**src/rtl/alu_arbiter_if.sv**
```systemverilog
// Bundle of requester-side and ALU-side signals around the shared r0 ALU arbiter.
// The slave modport is the arbiter; the master modport is the environment (requesters + ALU).
interface alu_arbiter_if;
    logic       req0;
    logic       req1;
    logic [1:0] op0;
    logic [1:0] op1;
    logic [7:0] a0;
    logic [7:0] b0;
    logic [7:0] a1;
    logic [7:0] b1;
    logic       done0;
    logic       done1;
    logic [7:0] res_hi;
    logic [7:0] res_lo;
    logic       err;
    logic       busy;
    logic       alu_en;
    logic [1:0] alu_state;
    logic [7:0] alu_value1;
    logic [7:0] alu_value2;
    logic       alu_ready;
    logic [7:0] alu_out1;
    logic [7:0] alu_out2;

    modport slave (
        input  req0, req1, op0, op1, a0, b0, a1, b1, alu_ready, alu_out1, alu_out2,
        output done0, done1, res_hi, res_lo, err, busy, alu_en, alu_state, alu_value1, alu_value2
    );

    modport master (
        output req0, req1, op0, op1, a0, b0, a1, b1, alu_ready, alu_out1, alu_out2,
        input  done0, done1, res_hi, res_lo, err, busy, alu_en, alu_state, alu_value1, alu_value2
    );
endinterface

```
**src/rtl/alu_arbiter.sv**
```systemverilog
// Round-robin arbiter/sequencer sharing one multi-cycle ALU between two requesters.
// Every output is a register; the FSM computes the next value of each one.
module alu_arbiter #(
    parameter int TIMEOUT = 32
) (
    input  logic          clk,
    input  logic          rst_n,
    alu_arbiter_if.slave  bus
);
    typedef enum logic [1:0] {IDLE, WAIT, DONE} state_t;

    state_t     state_reg, state_next;
    logic       ptr_reg, ptr_next;
    logic       gnt_reg, gnt_next;
    logic [5:0] cnt_reg, cnt_next;
    logic       alu_en_reg, alu_en_next;
    logic       busy_reg, busy_next;
    logic       done0_reg, done0_next;
    logic       done1_reg, done1_next;
    logic       err_reg, err_next;
    logic [7:0] res_hi_reg, res_hi_next;
    logic [7:0] res_lo_reg, res_lo_next;
    logic [1:0] alu_state_reg, alu_state_next;
    logic [7:0] value1_reg, value1_next;
    logic [7:0] value2_reg, value2_next;
    logic       win;

    always_ff @(posedge clk or negedge rst_n) begin
        if (!rst_n) begin
            state_reg     <= IDLE;
            ptr_reg       <= 1'b0;
            gnt_reg       <= 1'b0;
            cnt_reg       <= '0;
            alu_en_reg    <= 1'b0;
            busy_reg      <= 1'b0;
            done0_reg     <= 1'b0;
            done1_reg     <= 1'b0;
            err_reg       <= 1'b0;
            res_hi_reg    <= '0;
            res_lo_reg    <= '0;
            alu_state_reg <= '0;
            value1_reg    <= '0;
            value2_reg    <= '0;
        end else begin
            state_reg     <= state_next;
            ptr_reg       <= ptr_next;
            gnt_reg       <= gnt_next;
            cnt_reg       <= cnt_next;
            alu_en_reg    <= alu_en_next;
            busy_reg      <= busy_next;
            done0_reg     <= done0_next;
            done1_reg     <= done1_next;
            err_reg       <= err_next;
            res_hi_reg    <= res_hi_next;
            res_lo_reg    <= res_lo_next;
            alu_state_reg <= alu_state_next;
            value1_reg    <= value1_next;
            value2_reg    <= value2_next;
        end
    end

    always_comb begin
        state_next     = state_reg;
        ptr_next       = ptr_reg;
        gnt_next       = gnt_reg;
        cnt_next       = cnt_reg;
        alu_en_next    = alu_en_reg;
        busy_next      = busy_reg;
        done0_next     = 1'b0;
        done1_next     = 1'b0;
        err_next       = err_reg;
        res_hi_next    = res_hi_reg;
        res_lo_next    = res_lo_reg;
        alu_state_next = alu_state_reg;
        value1_next    = value1_reg;
        value2_next    = value2_reg;
        // ptr_reg names the requester that wins a tie (the one not served last)
        win            = (bus.req0 && bus.req1) ? ptr_reg : bus.req1;

        case (state_reg)
            IDLE: begin
                alu_en_next = 1'b0;
                busy_next   = 1'b0;
                if (bus.req0 || bus.req1) begin
                    gnt_next       = win;
                    ptr_next       = ~win;
                    alu_state_next = win ? bus.op1 : bus.op0;
                    value1_next    = win ? bus.a1  : bus.a0;
                    value2_next    = win ? bus.b1  : bus.b0;
                    cnt_next       = '0;
                    alu_en_next    = 1'b1;
                    busy_next      = 1'b1;
                    state_next     = WAIT;
                end
            end
            WAIT: begin
                if (bus.alu_ready) begin
                    // Only MUL produces a meaningful second output word
                    res_hi_next = (alu_state_reg == 2'd2) ? bus.alu_out1 : 8'd0;
                    res_lo_next = (alu_state_reg == 2'd2) ? bus.alu_out2 : bus.alu_out1;
                    err_next    = 1'b0;
                    alu_en_next = 1'b0;
                    done0_next  = ~gnt_reg;
                    done1_next  = gnt_reg;
                    state_next  = DONE;
                end else if (cnt_reg == 6'(TIMEOUT - 1)) begin
                    res_hi_next = 8'd0;
                    res_lo_next = 8'd0;
                    err_next    = 1'b1;
                    alu_en_next = 1'b0;
                    done0_next  = ~gnt_reg;
                    done1_next  = gnt_reg;
                    state_next  = DONE;
                end else begin
                    cnt_next = cnt_reg + 6'd1;
                end
            end
            DONE: begin
                alu_en_next = 1'b0;
                busy_next   = 1'b0;
                state_next  = IDLE;
            end
            default: state_next = IDLE;
        endcase
    end

    assign bus.done0      = done0_reg;
    assign bus.done1      = done1_reg;
    assign bus.res_hi     = res_hi_reg;
    assign bus.res_lo     = res_lo_reg;
    assign bus.err        = err_reg;
    assign bus.busy       = busy_reg;
    assign bus.alu_en     = alu_en_reg;
    assign bus.alu_state  = alu_state_reg;
    assign bus.alu_value1 = value1_reg;
    assign bus.alu_value2 = value2_reg;
endmodule

```
**src/flat_wrapper.sv**
```systemverilog
// flat-port wrapper written by rule: the top's interface ports become plain ports
module alu_arbiter_flat 
#(
    parameter int TIMEOUT = 32
)
  (clk, rst_n, bus_req0, bus_req1, bus_op0, bus_op1, bus_a0, bus_b0, bus_a1, bus_b1, bus_alu_ready, bus_alu_out1, bus_alu_out2, bus_done0, bus_done1, bus_res_hi, bus_res_lo, bus_err, bus_busy, bus_alu_en, bus_alu_state, bus_alu_value1, bus_alu_value2);
  alu_arbiter_if bus_i ();
  input  logic clk;
  input  logic rst_n;
  input wire logic [$bits(bus_i.req0)-1:0] bus_req0;
  input wire logic [$bits(bus_i.req1)-1:0] bus_req1;
  input wire logic [$bits(bus_i.op0)-1:0] bus_op0;
  input wire logic [$bits(bus_i.op1)-1:0] bus_op1;
  input wire logic [$bits(bus_i.a0)-1:0] bus_a0;
  input wire logic [$bits(bus_i.b0)-1:0] bus_b0;
  input wire logic [$bits(bus_i.a1)-1:0] bus_a1;
  input wire logic [$bits(bus_i.b1)-1:0] bus_b1;
  input wire logic [$bits(bus_i.alu_ready)-1:0] bus_alu_ready;
  input wire logic [$bits(bus_i.alu_out1)-1:0] bus_alu_out1;
  input wire logic [$bits(bus_i.alu_out2)-1:0] bus_alu_out2;
  output wire logic [$bits(bus_i.done0)-1:0] bus_done0;
  output wire logic [$bits(bus_i.done1)-1:0] bus_done1;
  output wire logic [$bits(bus_i.res_hi)-1:0] bus_res_hi;
  output wire logic [$bits(bus_i.res_lo)-1:0] bus_res_lo;
  output wire logic [$bits(bus_i.err)-1:0] bus_err;
  output wire logic [$bits(bus_i.busy)-1:0] bus_busy;
  output wire logic [$bits(bus_i.alu_en)-1:0] bus_alu_en;
  output wire logic [$bits(bus_i.alu_state)-1:0] bus_alu_state;
  output wire logic [$bits(bus_i.alu_value1)-1:0] bus_alu_value1;
  output wire logic [$bits(bus_i.alu_value2)-1:0] bus_alu_value2;
  assign bus_i.req0 = bus_req0;
  assign bus_i.req1 = bus_req1;
  assign bus_i.op0 = bus_op0;
  assign bus_i.op1 = bus_op1;
  assign bus_i.a0 = bus_a0;
  assign bus_i.b0 = bus_b0;
  assign bus_i.a1 = bus_a1;
  assign bus_i.b1 = bus_b1;
  assign bus_i.alu_ready = bus_alu_ready;
  assign bus_i.alu_out1 = bus_alu_out1;
  assign bus_i.alu_out2 = bus_alu_out2;
  assign bus_done0 = bus_i.done0;
  assign bus_done1 = bus_i.done1;
  assign bus_res_hi = bus_i.res_hi;
  assign bus_res_lo = bus_i.res_lo;
  assign bus_err = bus_i.err;
  assign bus_busy = bus_i.busy;
  assign bus_alu_en = bus_i.alu_en;
  assign bus_alu_state = bus_i.alu_state;
  assign bus_alu_value1 = bus_i.alu_value1;
  assign bus_alu_value2 = bus_i.alu_value2;
  alu_arbiter #(.TIMEOUT(TIMEOUT)) u_core (.clk(clk), .rst_n(rst_n), .bus(bus_i));
endmodule
```
**config.mk**
```make
export PLATFORM = sky130hd
export DESIGN_NAME = alu_arbiter_flat
export DESIGN_NICKNAME = d
export VERILOG_FILES = /design/src/rtl/alu_arbiter_if.sv /design/src/rtl/alu_arbiter.sv /design/src/flat_wrapper.sv
export SDC_FILE = /design/constraint.sdc
export NUM_CORES = 1
export LEC_CHECK = 0
export CORE_UTILIZATION = 40
export CTS_CLUSTER_DIAMETER = 120
export DETAILED_ROUTE_END_ITERATION = 16
export GPL_ROUTABILITY_DRIVEN = 0
export HOLD_SLACK_MARGIN = 0.12
export PLACE_DENSITY_LB_ADDON = 0.12
export SLEW_MARGIN = 20
export SYNTH_ARGS = -nofsm -noshare
export SYNTH_HDL_FRONTEND = slang
export SYNTH_SLANG_ARGS = --single-unit
```
**constraint.sdc**
```tcl
create_clock -name clk -period 3.6 [get_ports clk]
set_clock_uncertainty 0.2 [all_clocks]
set_input_delay 0.72 -clock clk [delete_from_list [all_inputs] [get_ports clk]]
set_output_delay 0.72 -clock clk [all_outputs]
set_load 0.01 [all_outputs]
```
# After elaboration in Yosys (flattened, before gate mapping)
# Index checks and enable logic that the tools add are counted.
dict set report totals {
  output_inout_bits 39
  reg_bits 49
  in_bits 57
  wordCells 67
}
dict set report op_classes {
  eq_ne 8
  reduce_logical 12
  bitwise_logic 2
  n_addsub 1
  muxes 30
}
# op count
set ops {}
lappend ops {{$mux 8} 7}
lappend ops {{$mux 6} 3}
lappend ops {{$mux 1} 12}
lappend ops {{$pmux 6 s2} 1}
lappend ops {{$mux 2} 4}
lappend ops {{$reduce_and 2->1} 4}
lappend ops {{$add 6x1->6 const B} 1}
lappend ops {{$eq 6x5->1 const B} 1}
lappend ops {{$reduce_bool 2->1} 3}
lappend ops {{$eq 2x2->1 const B} 2}
lappend ops {{$ne 2x2->1 const B} 2}
lappend ops {{$pmux 2 s2} 1}
lappend ops {{$reduce_and 4->1} 1}
lappend ops {{$ne 3x2->1 const B} 1}
lappend ops {{$pmux 1 s3} 1}
lappend ops {{$reduce_bool 3->1} 1}
lappend ops {{$eq 2x1->1 const B} 1}
lappend ops {{$logic_not 2->1} 1}
lappend ops {{$ne 2x1->1 const B} 1}
lappend ops {{$not 1->1} 2}
lappend ops {{$pmux 1 s2} 1}
lappend ops {{$logic_and 1x1->1} 1}
lappend ops {{$logic_or 1x1->1} 1}

# Longest topological paths before layout
# Gate-level depths: netlist of run 1.
dict set report depth {
  ltp_word 4
  mapped_depth 8
}

# Least setup slack after synthesis of run 1
# OpenSTA, ideal clock, no wires.
dict set report synth_timing {
  path_kind {reg-to-reg}
  from {register u_core.state_reg[0]}
  to {register u_core.cnt_reg[5]}
  t_required_ns 3.331
  setup_slack_ns 1.677
  stages_incl_launch_ff 7
  t_arrival_ns 1.654
  n_path_buf 0
  synth_period_minus_slack_ns 1.923
  cell_sequence {dfrtp_1 inv_1 ha_1 or3b_1 o211ai_2 or4_1 nand3_1}
}
dict set report synth_between {
  elab_chain_len 3
  word_cells_on_any_way 8
  classes_between {eq/ne (4); mux (1); reduce/logical (3)}
}
# element line
set synth_rtl {}
lappend synth_rtl {{start: declaration} alu_arbiter.sv:12} ;# state_t state_reg, state_next;
lappend synth_rtl {{start signal: assignment} alu_arbiter.sv:45} ;# state_reg <= state_next;
lappend synth_rtl {{$eq 2x1->1 or $logic_not 2->1 (tied branches)} alu_arbiter.sv:80} ;# case (state_reg)
lappend synth_rtl {{$ne 2x2->1 (no source line) (tied with other cells)} --}
lappend synth_rtl {{$reduce_and 4->1 (no source line)} --}
lappend synth_rtl {{end signal: assignment} alu_arbiter.sv:48} ;# cnt_reg <= cnt_next;
lappend synth_rtl {{end: declaration} alu_arbiter.sv:15} ;# logic [5:0] cnt_reg, cnt_next;
# Parallel ways exist; a longest one is shown, timed or not.
# A chain may end at the register's enable or synchronous reset.

# Worst setup path after layout of run 1
dict set report layout_timing {
  from {input port bus_req1}
  to {register u_core.value1_reg[3] (netlist: u_core.bus.alu_value1[3])}
}
dict set report layout_between {
  elab_chain_len 3
  word_cells_on_any_way 5
  classes_between {mux (2); reduce/logical (3)}
}
# element line
set layout_rtl {}
lappend layout_rtl {{start: declaration} flat_wrapper.sv:11} ;# input wire logic [$bits(bus_i.req1)-1:0] bus_req1;
lappend layout_rtl {{$logic_and 1x1->1} alu_arbiter.sv:78} ;# win = (bus.req0 && bus.req1) ? ptr_reg : bus.req1;
lappend layout_rtl {{$mux 1} alu_arbiter.sv:78}
lappend layout_rtl {{$mux 8} alu_arbiter.sv:88} ;# value1_next = win ? bus.a1 : bus.a0;
lappend layout_rtl {{end signal: assignment} alu_arbiter.sv:57} ;# value1_reg <= value1_next;
lappend layout_rtl {{end: declaration} alu_arbiter.sv:24} ;# logic [7:0] value1_reg, value1_next;
# Parallel ways exist; a longest one is shown, timed or not.

==> impl_metrics.ini, run 1 <==
[place]
hpwl_um = 3940
pre_cts_ws_ns = 0.916
placed_cells = 355
placed_area_mm2 = 0.00321
port_buffers = 95

[logic_synthesis]
synth-seq-area-share = 0.557
synth.avg_cell_area_um2 = 11.1
yosys_warnings = 0
synth-edff-count = 0
netlist_instances = 199
synthArstFlopShare = 1.00
synth.largest_area_cell = dfrtp_1
synthFlopType = dfrtp_1
synth_seq_cells = 49
synth_top_area_frac = 0.557
synthTopCellsByArea = dfrtp_1, a222oi_1, inv_1
synth_area_mm2 = 0.00220
syn-num-nets = 261
synth_cell_types = 34

[clock_network]
cts_max_path_buffers = 2
clk-insertion-delay-late_ns = 0.29
clockRootBuffer = clkbuf_8
cts_made_buffers = 5
tritoncts = built
clk_pin_slew_worst_paths_ns = 0.08
cts_sinks = 49
ctsHoldBuffers = 0
cts_setup_buffers = 0
cts_resized = 0
htreeDepth = 2

[setup_path]
crit_family = compound AO/OA/AOI/OAI gates
crit_required_ns = 3.63
crit_buf_inv = 2
critPathArrivalTime_ns = 2.38
critPathKind = in -> reg
startpoint_type = input port
cp_max_fo = 19
cp-end-kind = register
slowest_delay_ns = 0.64
crit_chain = clkdlybuf4s50_1 > nand2_1 > a21oi_2 > a222oi_1 > inv_1
slowest_stage = a21oi_2

[floorplanning]
die_w_um = 76.2
top_level_ports = 96
start_util = 0.423
die_area_mm2 = 0.00581
num_rows = 26
design.core.area_mm2 = 0.00520
die_h_um = 76.2

[layout]
finalNonFillerCells = 361
seq_area_mm2 = 0.00123
n_fill_cell = 453
fin_nets = 354
multi_input_area_um2 = 848
syn_to_final_growth_pct = 48.9
antenna_cells = 0
final_common_cell = clkdlybuf4s50_1
final_layout_size_suffix_gt1_frac = 0.0447
fin_util = 0.631
final_cell_mix = clkdlybuf4s50_1, dfrtp_1, inv_1
finalInstanceArea_mm2 = 0.00328

[power_and_ir_drop]
combPwrFrac = 0.502
swShare = 0.356
leakage_nw = 1.50
irDropWorstVdd_uv = 387
switching_power_mw = 0.879
p_per_area_mw_per_mm2 = 753
p_int_mw = 1.59
pwr-share-seq = 0.379
pwr-share-clk = 0.120

[route]
ant_nets = 0
routed_wirelength_um = 5510
wl_per_cell_um = 15.2
drtPass1Iterations = 5
vias_per_cell = 5.29
drc = 0
dr.first_iter.drc_count = 116
num_vias = 1908

[global_route]
grt_overflow = 0
grtUsageTotal = 0.201
antenna_found_initial = 0
grt_pass1_wl_um = 9270
grt_max_degree = 50
grt_pass1_vias = 1872

[sta]
period_share = 0.652
rsz0062_at_grt = false
worst_slack_ns = 1.25
fin_setup_tns_ns = 0
layout_min_cycle_time_ns = 2.35
fmax_mhz = 426
slew_headroom = 0.421
tightest_slew_ns = 0.868
setup-violations-final = 0
finalHoldViolCount = 0
drv_slew = 0

[outcome]
run_status = finished, final reports clean

[min_path]
hold_path_class = in -> async

[run]
drv_cap = 0
synthesized netlist by cell type (all sizes together), types with 2 or more instances:
master,n
buf,4
a21o,3
a32o,8
and2,2
nand2,8
a21oi,8
ha,5
nand3,15
mux2i,8
a222oi,18
inv,22
a21boi,2
o21ai,12
nand2b,3
nor2b,3
nor2,7
clkbuf,7
dfrtp,49
area by class of cell:
type,instances,share of cell area
clock buffer,5,0.0210
inverter,22,0.0252
multi-input combinational,117,0.258
clock inverter,1,0.00152
tap,70,0.0267
sequential,49,0.374
timing repair buffer,97,0.294
kinds of logic (layout without fill, tap and decap cells):
| group | Yosys count | after routing | synth area share |
|---|---|---|---|
| and+or+nand+nor | 45 | 45 | 0.104 |
| muxes | 9 | 9 | 0.0415 |
| buffers and inverters | 33 | 125 | 0.0585 |
| adders and majority gates | 5 | 5 | 0.0284 |
| DFF | 49 | 49 | 0.557 |
| AOI/OAI and AO/OA | 58 | 58 | 0.211 |
worst paths after layout:
| path | start | end | slack [ns] | cells after the start |
|---|---|---|---|---|
| min in group clk | u_core.gnt_reg | u_core.bus.done0 | 0.25 | 1 |
| setup reg to reg | u_core.state_reg[0] | u_core.bus.alu_value1[3] | 1.37 | 6 |
| hold reg to reg | u_core.gnt_reg | u_core.bus.done0 | 0.25 | 1 |
| max in group asynchronous | rst_n | u_core.bus.alu_value2[2] | 2.56 | 1 |
| hold / removal | rst_n | u_core.bus.res_lo[5] | 0.23 | 1 |
| setup / recovery | bus_req1 | u_core.bus.alu_value1[3] | 1.25 | 5 |
layer usage:
layer  GRT usage  share of wire  vias to the layer above
li1            -              -                      931
met4      0.0519         0.0042                        0
met1       0.280           0.45                      920
met3      0.0407          0.041                        2
met2       0.321           0.51                       55
met5           0              0                        -
power by group through the flow:
stage	clock network [mW]	registers [mW]	logic, mW
after CTS	0.311	0.935	1.26
after floorplan	0	1.02	0.554
after global placement	0	0.940	1.23
after detailed placement	0	0.946	1.25
after global routing	0.329	0.971	1.37
final	0.296	0.935	1.24
worst register-to-register path: cells and delay by family (launching register included):
| family | cells | cell delay (ns) |
|---|---|---|
| DFF | 1 | 0.41 |
| AOI/OAI and AO/OA | 2 | 0.91 |
| adders and majority gates | 1 | 0.32 |
| and+or+nand+nor | 1 | 0.11 |
| buffers and inverters | 2 | 0.22 |
per-stage QoR:
step                      total power [mW]  hold WS [ns]
after detailed placement              2.20         0.239
final                                 2.47         0.230
after floorplan                       1.58         0.215
after global placement                2.16         0.238
after CTS                             2.50         0.252
after global routing                  2.67         0.268
No activity file was read; power rests on OpenSTA's default activity.
==> run 2: changes to the inputs <==
--- a/config.mk
+++ b/config.mk
@@ -5,7 +5,7 @@
 export SDC_FILE = /design/constraint.sdc
 export NUM_CORES = 1
 export LEC_CHECK = 0
-export CORE_UTILIZATION = 40
+export CORE_UTILIZATION = 38
 export CTS_CLUSTER_DIAMETER = 120
 export DETAILED_ROUTE_END_ITERATION = 16
 export GPL_ROUTABILITY_DRIVEN = 0
==> constraint.sdc (replaced) <==
create_clock -name clk -period 1.9 [get_ports clk]
set_clock_uncertainty 0.2 [all_clocks]
set_input_delay 0.38 -clock clk [delete_from_list [all_inputs] [get_ports clk]]
set_output_delay 0.38 -clock clk [all_outputs]
set_load 0.01 [all_outputs]
==> run 2 against run 1 <==
Sequential power up 87%; global-route usage is 0.47 points lower; sequential share of layout area fell by 4.0 points; utilization rose by 3.2 points; final cell count up 8.3%; power rose by 120%; setup slack lost 1.2 ns; via count grew 7.8%; routed wire length increased by 4.9%; critical path type is now reg -> reg; largest power group unchanged; highest routed layer unchanged.
==> impl_metrics.ini, run 2 (synthesis gave the netlist of run 1 again) <==
[clock_network]
cts_made_buffers = 5
htreeDepth = 2
cts_sinks = 49
clockRootBuffer = clkbuf_8
clk-insertion-delay-late_ns = 0.30
tritoncts = built
clk_pin_slew_worst_paths_ns = 0.10
cts_max_path_buffers = 2

[power_and_ir_drop]
leakage_nw = 1.70
pwr-share-clk = 0.120
irDropWorstVdd_uv = 895
swShare = 0.351
p_per_area_mw_per_mm2 = 1450
switching_power_mw = 1.87
p_int_mw = 3.45
power.total_mw = 5.32
pwr-share-seq = 0.329
combPwrFrac = 0.551

[place]
port_buffers = 95
hpwl_um = 4060
placed_area_mm2 = 0.00343

[floorplanning]
top_level_ports = 96
die_area_mm2 = 0.00611
start_util = 0.398
die_w_um = 78.1
num_rows = 27
design.core.area_mm2 = 0.00554
die_h_um = 78.1

[layout]
n_fill_cell = 469
finalInstanceArea_mm2 = 0.00367
final_common_cell = clkdlybuf4s50_1
final_cell_mix = clkdlybuf4s50_1, dfrtp_1, inv_1
seq_area_mm2 = 0.00123
antenna_cells = 0
multi_input_area_um2 = 901
syn_to_final_growth_pct = 66.6
final_layout_size_suffix_gt1_frac = 0.150
fin_nets = 380

[sta]
tightest_slew_ns = 0.586
layout_min_cycle_time_ns = 1.86
fmax_mhz = 538
setup-violations-final = 0
finalHoldViolCount = 0
fin_hold_ws_ns = 0.251
rsz0062_at_grt = true
slew_headroom = 0.608
drv_slew = 0
period_share = 0.978

[global_route]
antenna_found_initial = 0
grtUsageTotal = 0.196
grt_pass1_wl_um = 9450
grt_pass1_vias = 2068
grt_max_degree = 28
grt_overflow = 0

[run]
drv_cap = 0

[outcome]
run_status = finished, final reports clean

[setup_path]
critPathArrivalTime_ns = 1.85
crit_chain = buf_4 > ha_4 > buf_4 > nor2b_1 > a21oi_1 > mux2_2
path_common_cell = buf_4
cp-end-kind = register
critPathKind = reg -> reg
cp_max_fo = 6
slowest_delay_ns = 0.41
crit_buf_inv = 2
crit_required_ns = 1.89
crit_family = flip-flops
startpoint_type = register
slowest_stage = dfrtp_1

[route]
ant_nets = 0
vias_per_cell = 5.26
num_vias = 2057
routed_wirelength_um = 5770
wl_per_cell_um = 14.8
drtPass1Iterations = 5
drc = 0
dr.first_iter.drc_count = 136

[min_path]
hold_path_class = reg -> reg
==> run 2: cell types whose count changed in the layout (fill, tap and decap cells not counted), sizes merged <==
cell / before / now
dlymetal6s2s: 0 / 2
clkdlybuf4s50: 94 / 92
buf: 3 / 26
clkinvlp: 0 / 1
inv: 22 / 24
clkinv: 1 / 0
clkbuf: 5 / 7
dlygate4sd3: 0 / 1
==> run 2: power by group through the flow <==
stage | clock network [mW] | logic [mW] | registers [mW]
finish | 0.636 | 2.93 | 1.75
global route | 0.711 | 3.18 | 1.81
CTS | 0.658 | 2.74 | 1.75
detailed placement | 0 | 2.71 | 1.77
global placement | 0 | 2.67 | 1.77
floorplan | 0 | 1.06 | 1.94
==> run 2: area by class of cell <==
class / count / share of cell area
clock buffer: 5 / 0.0187
sequential: 49 / 0.334
timing repair buffer: 123 / 0.348
tap: 72 / 0.0245
clock inverter: 3 / 0.00682
inverter: 22 / 0.0225
multi-input combinational: 117 / 0.245
==> run 2: worst paths after layout <==
kind	startpoint	end	cells past startpoint	slack (ns)
setup / recovery	u_core.state_reg[0]	u_core.bus.alu_en	6	0.04
hold / removal	u_core.gnt_reg	u_core.bus.done0	1	0.25
setup reg to reg	u_core.state_reg[0]	u_core.bus.alu_en	6	0.04
hold reg to reg	u_core.gnt_reg	u_core.bus.done0	1	0.25
max in group asynchronous	rst_n	u_core.bus.alu_value1[3]	3	0.60
min in group asynchronous	rst_n	u_core.bus.alu_state[0]	2	0.38
==> run 2: timing repair <==
action,CTS,global route
endpoints found under the setup margin,1,21
gates cloned,0,2
hold endpoints to repair,21,0
pin swaps,0,3
resized for setup,1,12
hold buffers,1,0
setup buffers,1,3
==> run 2: worst register-to-register path: cells and delay by family (launching register included) <==
kind,cells,cell delay (ns)
compound gates,1,0.16
fa+ha+maj,1,0.16
buf+inv,2,0.30
flops,1,0.41
mux,1,0.35
simple gates,1,0.15
==> run 2: per-layer routing <==
layer / vias up / routed length (um) / global-route usage
met3: 4 / 449 / 0.0674
met5: - / 0 / 0
met4: 0 / 44 / 0.0481
met1: 982 / 2540 / 0.245
li1: 980 / - / -
met2: 91 / 2740 / 0.326
==> run 2: stage by stage <==
stage / TNS (ns) / utilization / instances / worst slack (ns)
floorplan: 0 / - / 199 / 0.0204
global placement: -0.805 / 0.619 / 376 / -0.0757
detailed placement: -1.71 / 0.619 / 376 / -0.0995
CTS: 0 / 0.640 / 386 / 0.00250
global route: -0.00413 / 0.663 / 391 / -0.00413
finish: 0 / 0.663 / 391 / 0.0416
